`src/rtl/serializer_pkg.sv`:
```
// serializer_pkg
//   Shared definitions for the bit serializer and its matching receiver:
//   the frame FSM state encoding and a helper giving the length of one
//   frame in clock cycles.
package serializer_pkg;

    typedef enum logic [2:0] {
        IDLE   = 3'd0,
        START  = 3'd1,
        DATA   = 3'd2,
        PARITY = 3'd3,
        STOP   = 3'd4
    } ser_state_e;

    // Cycles in one frame: start + data + optional parity + stop bits,
    // each held for clks_per_bit cycles.
    function automatic int frame_len(input int width, input int clks_per_bit,
                                     input int parity_en);
        return (width + 2 + ((parity_en != 0) ? 1 : 0)) * clks_per_bit;
    endfunction

endpackage

```
`src/rtl/bit_timer.sv`:
```
// bit_timer
//   Bit-period counter. Counts 0..CLKS_PER_BIT-1 while enabled and wraps;
//   held at 0 while disabled so every bit period starts from a clean count.
// Ports:
//   c      - clock, rising edge
//   rstn   - synchronous active-low reset
//   en     - count enable
//   wrap   - high in the last cycle of a bit period (en && cnt at max)
//   cnt    - current count
module bit_timer #(
    parameter int CLKS_PER_BIT = 4,
    parameter int CW           = (CLKS_PER_BIT > 1) ? $clog2(CLKS_PER_BIT) : 1
) (
    input  logic          c,
    input  logic          rstn,
    input  logic          en,
    output logic          wrap,
    output logic [CW-1:0] cnt
);

    localparam logic [CW-1:0] CNT_MAX = CW'(CLKS_PER_BIT - 1);

    logic [CW-1:0] cnt_q;
    logic [CW-1:0] cnt_d;

    always_comb begin
        wrap  = en && (cnt_q == CNT_MAX);
        cnt_d = '0;
        if (en && !wrap) begin
            cnt_d = cnt_q + CW'(1);
        end
    end

    always_ff @(posedge c) begin
        if (!rstn) begin
            cnt_q <= '0;
        end else begin
            cnt_q <= cnt_d;
        end
    end

    assign cnt = cnt_q;

endmodule

```
`src/rtl/bit_serializer.sv`:
```
// bit_serializer
//   Parallel-to-serial transmitter. Accepts a WIDTH-bit word when idle and
//   sends: start bit (0), data LSB first, optional even parity, stop bit (1),
//   each bit lasting CLKS_PER_BIT cycles. All outputs come from flops.
// Ports:
//   c          - clock, rising edge
//   rstn       - synchronous active-low reset
//   din        - parallel word to send
//   din_valid  - din holds a word
//   din_ready  - block accepts a word this cycle (idle only)
//   sout       - serial line, 1 when idle
//   busy       - frame in progress
//   done       - one-cycle pulse in the final cycle of the stop bit
module bit_serializer
    import serializer_pkg::*;
#(
    parameter int WIDTH        = 8,
    parameter int CLKS_PER_BIT = 4,
    parameter int PARITY_EN    = 1
) (
    input  logic             c,
    input  logic             rstn,
    input  logic [WIDTH-1:0] din,
    input  logic             din_valid,
    output logic             din_ready,
    output logic             sout,
    output logic             busy,
    output logic             done
);

    localparam int IW = (WIDTH > 1) ? $clog2(WIDTH) : 1;
    localparam int CW = (CLKS_PER_BIT > 1) ? $clog2(CLKS_PER_BIT) : 1;
    localparam logic [IW-1:0] IDX_LAST = IW'(WIDTH - 1);
    // done is registered, so it is raised one cycle before the last stop cycle
    localparam logic [CW-1:0] DONE_CNT = (CLKS_PER_BIT > 1) ? CW'(CLKS_PER_BIT - 2) : '0;

    ser_state_e       state_q, state_d;
    logic [WIDTH-1:0] shreg_q, shreg_d;
    logic [IW-1:0]    idx_q, idx_d;
    logic             par_q, par_d;
    logic             sout_q, sout_d;
    logic             busy_q, busy_d;
    logic             done_q, done_d;
    logic             din_ready_q, din_ready_d;

    logic          wrap;
    logic [CW-1:0] cnt;

    bit_timer #(
        .CLKS_PER_BIT (CLKS_PER_BIT),
        .CW           (CW)
    ) u_bit_timer (
        .c    (c),
        .rstn (rstn),
        .en   (state_q != IDLE),
        .wrap (wrap),
        .cnt  (cnt)
    );

    // sout is computed for the state being entered so it changes on the
    // same edge as the state, giving a one-cycle start-bit latency.
    always_comb begin
        state_d = state_q;
        shreg_d = shreg_q;
        idx_d   = idx_q;
        par_d   = par_q;
        sout_d  = sout_q;

        unique case (state_q)
            IDLE: begin
                sout_d = 1'b1;
                if (din_valid && din_ready_q) begin
                    state_d = START;
                    shreg_d = din;
                    par_d   = ^din;
                    idx_d   = '0;
                    sout_d  = 1'b0;
                end
            end
            START: begin
                if (wrap) begin
                    state_d = DATA;
                    sout_d  = shreg_q[0];
                end
            end
            DATA: begin
                if (wrap) begin
                    if (idx_q == IDX_LAST) begin
                        if (PARITY_EN != 0) begin
                            state_d = PARITY;
                            sout_d  = par_q;
                        end else begin
                            state_d = STOP;
                            sout_d  = 1'b1;
                        end
                    end else begin
                        idx_d   = idx_q + IW'(1);
                        shreg_d = shreg_q >> 1;
                        sout_d  = shreg_d[0];
                    end
                end
            end
            PARITY: begin
                if (wrap) begin
                    state_d = STOP;
                    sout_d  = 1'b1;
                end
            end
            STOP: begin
                if (wrap) begin
                    state_d = IDLE;
                    sout_d  = 1'b1;
                end
            end
            default: begin
                state_d = IDLE;
                sout_d  = 1'b1;
            end
        endcase

        busy_d      = (state_d != IDLE);
        din_ready_d = (state_d == IDLE);
        if (CLKS_PER_BIT == 1) begin
            done_d = (state_d == STOP);
        end else begin
            done_d = (state_q == STOP) && (cnt == DONE_CNT);
        end
    end

    always_ff @(posedge c) begin
        if (!rstn) begin
            state_q     <= IDLE;
            shreg_q     <= '0;
            idx_q       <= '0;
            par_q       <= 1'b0;
            sout_q      <= 1'b1;
            busy_q      <= 1'b0;
            done_q      <= 1'b0;
            din_ready_q <= 1'b0;
        end else begin
            state_q     <= state_d;
            shreg_q     <= shreg_d;
            idx_q       <= idx_d;
            par_q       <= par_d;
            sout_q      <= sout_d;
            busy_q      <= busy_d;
            done_q      <= done_d;
            din_ready_q <= din_ready_d;
        end
    end

    assign sout      = sout_q;
    assign busy      = busy_q;
    assign done      = done_q;
    assign din_ready = din_ready_q;

endmodule

```
`config.mk`:
```
export PLATFORM = sky130hd
export DESIGN_NAME = bit_serializer
export DESIGN_NICKNAME = d
export VERILOG_FILES = /design/src/rtl/serializer_pkg.sv /design/src/rtl/bit_timer.sv /design/src/rtl/bit_serializer.sv
export SDC_FILE = /design/constraint.sdc
export NUM_CORES = 1
export LEC_CHECK = 0
export CAP_MARGIN = 20
export CORE_MARGIN = 1
export CORE_UTILIZATION = 55
export CTS_CLUSTER_DIAMETER = 60
export DETAILED_ROUTE_END_ITERATION = 10
export PLACE_DENSITY = 0.8
export SLEW_MARGIN = 20
export SYNTH_ARGS = -nofsm -noshare
export SYNTH_HDL_FRONTEND = slang
export SYNTH_SLANG_ARGS = --single-unit
```
`constraint.sdc`:
```
create_clock -name c -period 3.5 [get_ports c]
set_input_delay 0.7 -clock c [delete_from_list [all_inputs] [get_ports c]]
set_output_delay 0.7 -clock c [all_outputs]
set_load 0.1 [all_outputs]
```
==> results.json, run 1 <==
{
  "status": "finished clean",
  "hold_path_class": "reg -> reg",
  "tritoncts": "done",
  "clk-insertion-delay-late_ps": 300,
  "track_usage_pct": 21.00,
  "nNetsFinal": 135,
  "yosys_warnings": 0,
  "grt_pass1_vias": 729,
  "htree_num_levels": 1,
  "critical_path.max_fanout": 4,
  "setup_viol": 0,
  "power_leakage_nw": 0.4394,
  "place_hpwl_mm": 1.398,
  "path_buf_inv": 1,
  "max-cap-violations": 0,
  "detailedRoute.firstPassIterationCount": 4,
  "place_inst": 140,
  "cp_data_required_time_ps": 2800,
  "post_cts_hold_buffer_count": 0,
  "reg2reg_depth": 6,
  "power_per_cell_area_nw_per_um2": 388.8,
  "number_of_placed_i_o_pins": 15,
  "critical_path_depth": 1,
  "holdPathStages": 1,
  "crit_path_max_incr_delay_ps": 1170,
  "ys_types": 29,
  "drc_errors": 0,
  "clk_pin_slew_ps": 120,
  "worstHoldStart": "u_bit_timer.cnt[0]",
  "vias": 795,
  "syn2layout_area_growth_pct": 15.86,
  "mappedNetlistNets": 121,
  "clockBufferDepth": 2,
  "post_synth_inst_count": 106,
  "setup.worst_path.start_class": "flop",
  "hold_viol": 0,
  "largest_net_degree_at_the_start_of_global_routing": 16,
  "row_count": 15,
  "die-height_um": 46,
  "post_synth.cell_area_avg_um2": 10.05,
  "criticalPathCategory": "reg -> out",
  "postCtsSetupRepairBufs": 0,
  "slew-limit-headroom_pct": 35.72,
  "finalMaxSlewViolations": 0,
  "place.gp.congestion": 0.8183,
  "cpLargestDelayFamily": "buffers and inverters",
  "irDropWorstVdd_mv": 0.3282,
  "drt_first_iter_violations": 28,
  "die_area_um2": 2116,
  "number_of_antenna_repair_diodes": 0,
  "detail_route.wirelength_mm": 1.936,
  "post_synth_instance_area_um2": 1065,
  "timing.final.crit_period_ps": 2599,
  "buffer_ports.inserted": 14,
  "grt_first_pass_wirelength_mm": 3.063,
  "finClkSkew_ps": 5.589,
  "initial_antenna_violation_count": 0,
  "cts.root.buffer_cell": "clkbuf_4",
  "worst_slew_pin_slew_ps": 961.2,
  "post_route_cells_drive_above_1_share_pct": 15.13,
  "cp_cell_sequence": "clkdlybuf4s50_1",
  "wl_per_cell_um": 13.44,
  "core_area_um2": 1764,
  "worstSetupEndpointType": "primary output",
  "antenna_left": 0,
  "post_layout_nonfiller_instances": 144,
  "fmax_ghz": 0.3847,
  "worst_ep_arrival_time_ps": 1900,
  "initial_utilization_pct": 60.35,
  "library_cell_contributing_the_largest_single_delay_on_the_critical_path": "clkdlybuf4s50_1",
  "rsz0062_at_grt": "no",
  "timing.setup.tns_ps": 0,
  "crit_start": "din_ready",
  "fin_worst_hold_slack_ps": 451.6,
  "synth.yosys.seq_area_share_pct": 39.48,
  "post_cts_resized": 0,
  "global_route.overflow_total": 0,
  "dieWidth_um": 46,
  "postSynthRegisterBits": 21,
  "layout_worst_path_cycle_share_pct": 74.26,
  "vias_per_cell": 5.521,
  "clkSinkCount": 21,
  "crit-reg2reg-launch": "idx_q[0]",
  "numCtsBuffers": 3
}
==> cells in the final DEF (no fill, tap or decap), drive strengths merged, types with 2 or more instances in the layout <==
| cell | Yosys | final |
|---|---|---|
| inv | 4 | 4 |
| clkdlybuf4s50 | 0 | 14 |
| clkbuf | 2 | 3 |
| a211oi | 8 | 8 |
| dfxtp | 21 | 21 |
| a21oi | 2 | 2 |
| mux2i | 8 | 8 |
| nand2 | 5 | 5 |
| o21ai | 4 | 4 |
| nor2 | 17 | 17 |
| and4 | 2 | 2 |
| a211o | 3 | 3 |
| xnor2 | 9 | 9 |
| a22oi | 3 | 3 |
| nor3 | 4 | 4 |
| nand3b | 2 | 2 |
| ha | 4 | 4 |
==> cell type report <==
type,count,area (µm²)
Inverter,4,15.01
Tap cell,25,31.28
Clock buffer,3,22.52
Fill cell,157,530.5
Timing Repair Buffer,14,140.1
Multi-Input combinational cell,76,599.3
Clock inverter,1,5.005
Sequential cell,21,420.4
==> cells by family (layout without fill, tap and decap cells) <==
group	Yosys count	count (layout)	share of synthesized area, %
flip-flops	21	21	39.48
multiplexers	9	9	8.578
adder cells (fa/ha/maj)	4	4	4.701
buffers and inverters	9	22	4.229
AND/OR/NAND/NOR	31	31	15.51
AO/OA/AOI/OAI	23	23	20.09
XOR/XNOR	9	9	7.403
==> final timing paths <==
check | to | slack (ps)
setup reg to reg | shreg_q[6] | 1400
setup / recovery | din_ready | 900
hold / removal | u_bit_timer.cnt[0] | 450
hold reg to reg | u_bit_timer.cnt[0] | 450
==> registers in the layout, indices dropped and copies added (netlist names) <==
name and flops:
shreg_q 8, idx_q 3, state_q 3, u_bit_timer.cnt 2, busy 1, din_ready 1
done 1, par_q 1, sout 1
==> layer usage <==
metal	vias up	part of all wire, %	routed length [µm]	track usage, %
met1	369	47	901	25.00
met3	0	7.3	142	7.143
met4	0	0	0	5.882
li1	399	-	-	-
met2	27	46	892	35.49
met5	-	0	0	0
==> synth_stat cells, drive strengths merged <==
cell type | count | area share [%]
dfxtp | 21 | 39
nor2 | 17 | 6.0
xnor2 | 9 | 7.4
a211oi | 8 | 10
mux2i | 8 | 7.5
nand2 | 5 | 1.8
ha | 4 | 4.7
inv | 4 | 1.4
nor3 | 4 | 2.9
o21ai | 4 | 1.9
a211o | 3 | 2.7
a22oi | 3 | 2.1
buf | 3 | 2.0
a21oi | 2 | 0.94
and4 | 2 | 1.6
clkbuf | 2 | 0.82
nand3b | 2 | 2.6
a31oi | 1 | 0.59
and2 | 1 | 0.59
mux2 | 1 | 1.1
o2111ai | 1 | 0.82
o32a | 1 | 0.94
==> through the flow <==
stage / power (mW) / utilization [%] / setup slack [ps] / cell area (µm²)
floorplan: 0.3413 / - / 1510 / 1065
global placement: 0.3663 / 68.37 / 1143 / 1206
detailed placement: 0.3691 / 68.37 / 1057 / 1206
CTS: 0.4832 / 69.93 / 895.5 / 1234
global route: 0.5036 / 69.93 / 856.6 / 1234
finish: 0.4796 / 69.93 / 900.9 / 1234
==> power breakdown <==
| part | total, mW | switching [mW] | internal [mW] |
|---|---|---|---|
| combinational | 0.102 | 0.0592 | 0.0433 |
| sequential | 0.262 | 0.0101 | 0.252 |
| clock | 0.115 | 0.0728 | 0.0426 |
Power figures use the tool's default switching activity.
==> run 2, diff against run 1 <==
CORE_UTILIZATION = 47   (was 55)
PLACE_DENSITY = 0.73   (was 0.8)
clock period = 2.3 ns   (was 3.5 ns; I/O delays follow)
==> results.json, run 2 (synthesized netlist as in run 1, its figures left out) <==
{
  "status": "finished clean",
  "crit_start": "idx_q[0]",
  "numCtsBuffers": 3,
  "hold_viol": 0,
  "library_cell_contributing_the_largest_single_delay_on_the_critical_path": "dfxtp_1",
  "initial_antenna_violation_count": 0,
  "cp_data_required_time_ps": 2530,
  "post_route_cells_drive_above_1_share_pct": 19.83,
  "setup.worst_path.start_class": "flop",
  "post_cts_hold_buffer_count": 0,
  "slew-limit-headroom_pct": 67.48,
  "clk_pin_slew_ps": 110,
  "clockBufferDepth": 2,
  "antenna_left": 0,
  "path_buf_inv": 1,
  "cp_cell_sequence": "ha_1, ha_1, nand3b_1, a211oi_4, buf_4, nor2_1, a211oi_2",
  "dieWidth_um": 49.60,
  "cp_common_cell": "ha_1",
  "irDropWorstVdd_mv": 0.3514,
  "largest_net_degree_at_the_start_of_global_routing": 15,
  "cts.root.buffer_cell": "clkbuf_4",
  "post_layout_nonfiller_instances": 148,
  "grt_first_pass_wirelength_mm": 3.256,
  "finalMaxSlewViolations": 0,
  "layout.cells.most_common": "dfxtp_1",
  "grt_pass1_vias": 729,
  "timing.final.crit_period_ps": 1841,
  "tritoncts": "done",
  "dp_slack_ps": 337.9,
  "critical_path.max_fanout": 14,
  "clkSinkCount": 21,
  "crit-reg2reg-launch": "idx_q[0]",
  "cpLargestDelayFamily": "adder cells",
  "final-seq-area_um2": 420.4,
  "row_count": 16,
  "largest-register": "shreg_q",
  "number_of_antenna_repair_diodes": 0,
  "power_per_cell_area_nw_per_um2": 587.1,
  "htree_num_levels": 1,
  "largest_reg_flops": 8,
  "nNetsFinal": 137,
  "detail_route.wirelength_mm": 1.888,
  "worstHoldStart": "u_bit_timer.cnt[0]",
  "hold_path_class": "reg -> reg",
  "wl_per_cell_um": 12.76,
  "layout_setup_ws_ps": 459.4,
  "rsz0062_at_grt": "no",
  "crit_path_max_incr_delay_ps": 350,
  "setup_viol": 0,
  "place.gp.congestion": 0.7691,
  "dpl-instance-area_um2": 1214,
  "detailedRoute.firstPassIterationCount": 4,
  "finClkSkew_ps": 6.866,
  "max-cap-violations": 0,
  "final_cell_area_um2": 1241,
  "buffer_ports.inserted": 14,
  "global_route.overflow_total": 0,
  "largest_registers": "shreg_q (8), idx_q (3), state_q (3)",
  "layout_worst_path_cycle_share_pct": 80.02,
  "die_area_um2": 2460,
  "track_usage_pct": 17.27,
  "post_cts_resized": 0,
  "postCtsSetupRepairBufs": 0,
  "multi_input_area_um2": 599.3,
  "clk-insertion-delay-late_ps": 300,
  "criticalPathCategory": "reg -> reg",
  "vias_per_cell": 5.385,
  "worst_ep_arrival_time_ps": 2070,
  "worst_slew_pin_slew_ps": 486.1,
  "drc_errors": 0,
  "drt_first_iter_violations": 17,
  "vias": 797,
  "fmax_ghz": 0.5433,
  "fillCellCount": 198,
  "worstSetupEndpointType": "flop",
  "layout.cells.most_common_list": "dfxtp_1, nor2_1, clkdlybuf4s50_1",
  "initial_utilization_pct": 52.14,
  "power_leakage_nw": 0.4545,
  "syn2layout_area_growth_pct": 16.57,
  "place_hpwl_mm": 1.474,
  "die-height_um": 49.60,
  "place_inst": 144,
  "core_area_um2": 2042,
  "timing.setup.tns_ps": 0,
  "number_of_placed_i_o_pins": 15
}
run 2: cell count changes in the layout (fill, tap and decap cells not counted), sizes merged:
cell           delta
buf               +6
clkdlybuf4s50     -4
run 2: area by class of cell:
class,instances,share of cell area (%)
clock buffer,3,1.815
tap,27,2.722
inverter,4,1.210
sequential,21,33.87
multi-input combinational,76,48.29
clock inverter,1,0.4032
timing repair buffer,16,11.69
run 2: power breakdown:
group	internal (mW)	switching, mW
Clock	0.0649	0.108
Sequential	0.383	0.0156
Combinational	0.0668	0.0904
Total	0.515	0.214
run 2: path summary, 6_finish.rpt:
kind                             end  slack [ps]  cells past startpoint
hold reg to reg   u_bit_timer.cnt[0]         450                      1
setup / recovery          shreg_q[4]         460                      7
hold / removal    u_bit_timer.cnt[0]         450                      1
setup reg to reg          shreg_q[4]         460                      7
run 2: per-layer routing:
metal	wire, µm	global-route usage, %	share of wire [%]
met1	855	21.29	45
met4	0	1.429	0
met2	950	29.50	50
met3	82	6.481	4.3
met5	0	0	0
run 2: per-stage QoR:
step / hold WS, ps / total power [mW] / utilization (%)
2_1_floorplan: 417.3 / 0.5194 / -
3_3_place_gp: 427.6 / 0.5609 / 59.44
3_5_place_dp: 443.8 / 0.5653 / 59.44
4_1_cts: 461.0 / 0.7384 / 60.78
5_1_grt: 487.0 / 0.7690 / 60.78
6_report: 453.5 / 0.7287 / 60.78
==> run 3, diff against run 2 <==
CORE_UTILIZATION = 52   (was 47)
PLACE_DENSITY = 0.77   (was 0.73)
clock period = 1.8 ns   (was 2.3 ns; I/O delays follow)
==> results.json, run 3 (synthesized netlist as in run 1, its figures left out) <==
{
  "status": "finished clean",
  "track_usage_pct": 20.57,
  "clockBufferDepth": 2,
  "critical_path.max_fanout": 8,
  "slew-limit-headroom_pct": 66.44,
  "setup_viol": 0,
  "post_layout_nonfiller_instances": 155,
  "post_route_cells_drive_above_1_share_pct": 27.34,
  "finalPower_mw": 0.9790,
  "library_cell_contributing_the_largest_single_delay_on_the_critical_path": "dfxtp_1",
  "worst_hold_path.endpoint": "u_bit_timer.cnt[0]",
  "timing.reg2reg.setup_slack_ps": 20,
  "grt_pass1_vias": 666,
  "largest-register": "shreg_q",
  "grt_first_pass_wirelength_mm": 3.015,
  "crit-reg2reg-launch": "idx_q[1]",
  "hold_path_class": "reg -> reg",
  "tritoncts": "done",
  "detail_route.wirelength_mm": 2.256,
  "detailedRoute.firstPassIterationCount": 4,
  "grt.met2_usage_pct": 35.62,
  "fillCellCount": 145,
  "worstSetupEndpointType": "flop",
  "fmax_ghz": 0.5616,
  "global_route.overflow_total": 0,
  "layout.cells.most_common_list": "dfxtp_1, nor2_1, clkdlybuf4s50_1",
  "worstHoldStart": "u_bit_timer.cnt[0]",
  "irDropWorstVdd_mv": 0.5978,
  "largest_reg_flops": 8,
  "cpLargestDelayFamily": "buffers and inverters",
  "vias": 830,
  "clkSinkCount": 21,
  "drt_first_iter_violations": 10,
  "gr-usage-met3_pct": 3.462,
  "path_buf_inv": 3,
  "critical_path.reg2reg.endpoint": "shreg_q[0]",
  "initial_utilization_pct": 54.83,
  "grt_busiest_layer": "met2",
  "place_hpwl_mm": 1.561,
  "drc_errors": 0,
  "place.gp.congestion": 0.8253,
  "syn2layout_area_growth_pct": 30.67,
  "die_area_um2": 2233,
  "clk-insertion-delay-late_ps": 320,
  "dieWidth_um": 47.25,
  "cts.root.buffer_cell": "clkbuf_4",
  "crit_path_max_incr_delay_ps": 360,
  "largest_net_degree_at_the_start_of_global_routing": 15,
  "buffer_ports.inserted": 14,
  "htree_num_levels": 1,
  "nNetsFinal": 144,
  "vias_per_cell": 5.355,
  "number_of_antenna_repair_diodes": 0,
  "number_of_placed_i_o_pins": 15,
  "clk_pin_slew_ps": 120,
  "power_per_cell_area_nw_per_um2": 703.7,
  "row_count": 16,
  "finClkSkew_ps": 8.040,
  "post_cts_hold_buffer_count": 0,
  "hold_viol": 0,
  "worst_slew_pin_slew_ps": 501.7,
  "holdPathStages": 1,
  "largest_registers": "shreg_q (8), idx_q (3), state_q (3)",
  "worst_ep_arrival_time_ps": 2000,
  "criticalPathCategory": "reg -> reg",
  "cp_cell_sequence": "ha_4, ha_4, nand3b_1, a211oi_4, buf_12, buf_8, buf_4, a211oi_2",
  "initial_antenna_violation_count": 0,
  "wl_per_cell_um": 14.55,
  "power_leakage_nw": 0.5056,
  "reg2reg_depth": 8,
  "cp_data_required_time_ps": 2020,
  "core_area_um2": 1942,
  "numCtsBuffers": 3,
  "layout.cells.most_common": "dfxtp_1",
  "finalMaxSlewViolations": 0,
  "cp_common_cell": "ha_4",
  "setup.worst_path.start_class": "flop",
  "layout_worst_path_cycle_share_pct": 98.92,
  "antenna_left": 0,
  "global_route.usage.met1_pct": 24.24,
  "die-height_um": 47.25,
  "place_inst": 147,
  "max-cap-violations": 0,
  "timing.final.crit_period_ps": 1781
}
run 3: cell count changes in the layout (fill, tap and decap cells not counted):
| cell | change |
|---|---|
| buf_12 | +5 |
| dfxtp_1 | -2 |
| dfxtp_2 | +2 |
| ha_1 | -2 |
| ha_4 | +2 |
| buf_4 | +1 |
| buf_8 | +1 |
run 3: worst max path at each step:
stage	end	slack, ps	start	depth (start not counted)
2_1_floorplan	shreg_q[1]	110	idx_q[0]	7
3_3_place_gp	shreg_q[1]	20	din_valid	6
3_5_place_dp	shreg_q[0]	-10	din_valid	6
4_1_cts	shreg_q[0]	30	idx_q[0]	7
5_1_grt	shreg_q[0]	-30	idx_q[1]	8
6_report	shreg_q[0]	20	idx_q[1]	8
run 3: report_power, final:
part / switching [mW] / total [mW] / internal [mW]
combinational: 0.120 / 0.233 / 0.113
clock: 0.151 / 0.234 / 0.0833
sequential: 0.0226 / 0.512 / 0.490
total: 0.294 / 0.979 / 0.686
run 3: metrics by stage:
step	setup TNS [ps]	cell area (µm²)	hold WS, ps	utilization, %	setup WS (ps)
5_1_grt	-34.05	1391	477.4	71.65	-34.05
6_report	0	1391	450.5	71.65	19.35
3_5_place_dp	-12.65	1300	436.4	66.95	-12.65
4_1_cts	0	1328	454.1	68.36	25.47
3_3_place_gp	0	1300	427.9	66.95	22.14
2_1_floorplan	0	1066	417.3	-	106.7
run 3: per-layer routing:
layer  share of wire, %  up-vias  wire [µm]
met2                 52       19       1173
met5                  0        -          0
met3                3.6        4         81
li1                   -      419          -
met1                 42      388        957
met4                2.0        0         44
run 3: cell type report:
class	instances	area (µm²)	area share (%)
inverter	4	15.01	1.079
multi-input combinational	76	624.3	44.87
clock buffer	3	22.52	1.619
timing repair buffer	23	267.8	19.24
tap	27	33.78	2.428
sequential	21	422.9	30.40
clock inverter	1	5.005	0.3597
run 3: timing repair:
item / 4_1_cts / 5_1_grt
endpoints found under the setup margin: 0 / 10
hold endpoints to repair: 0 / 0
buffers inserted: 0 / 4
gates resized for setup: 0 / 8
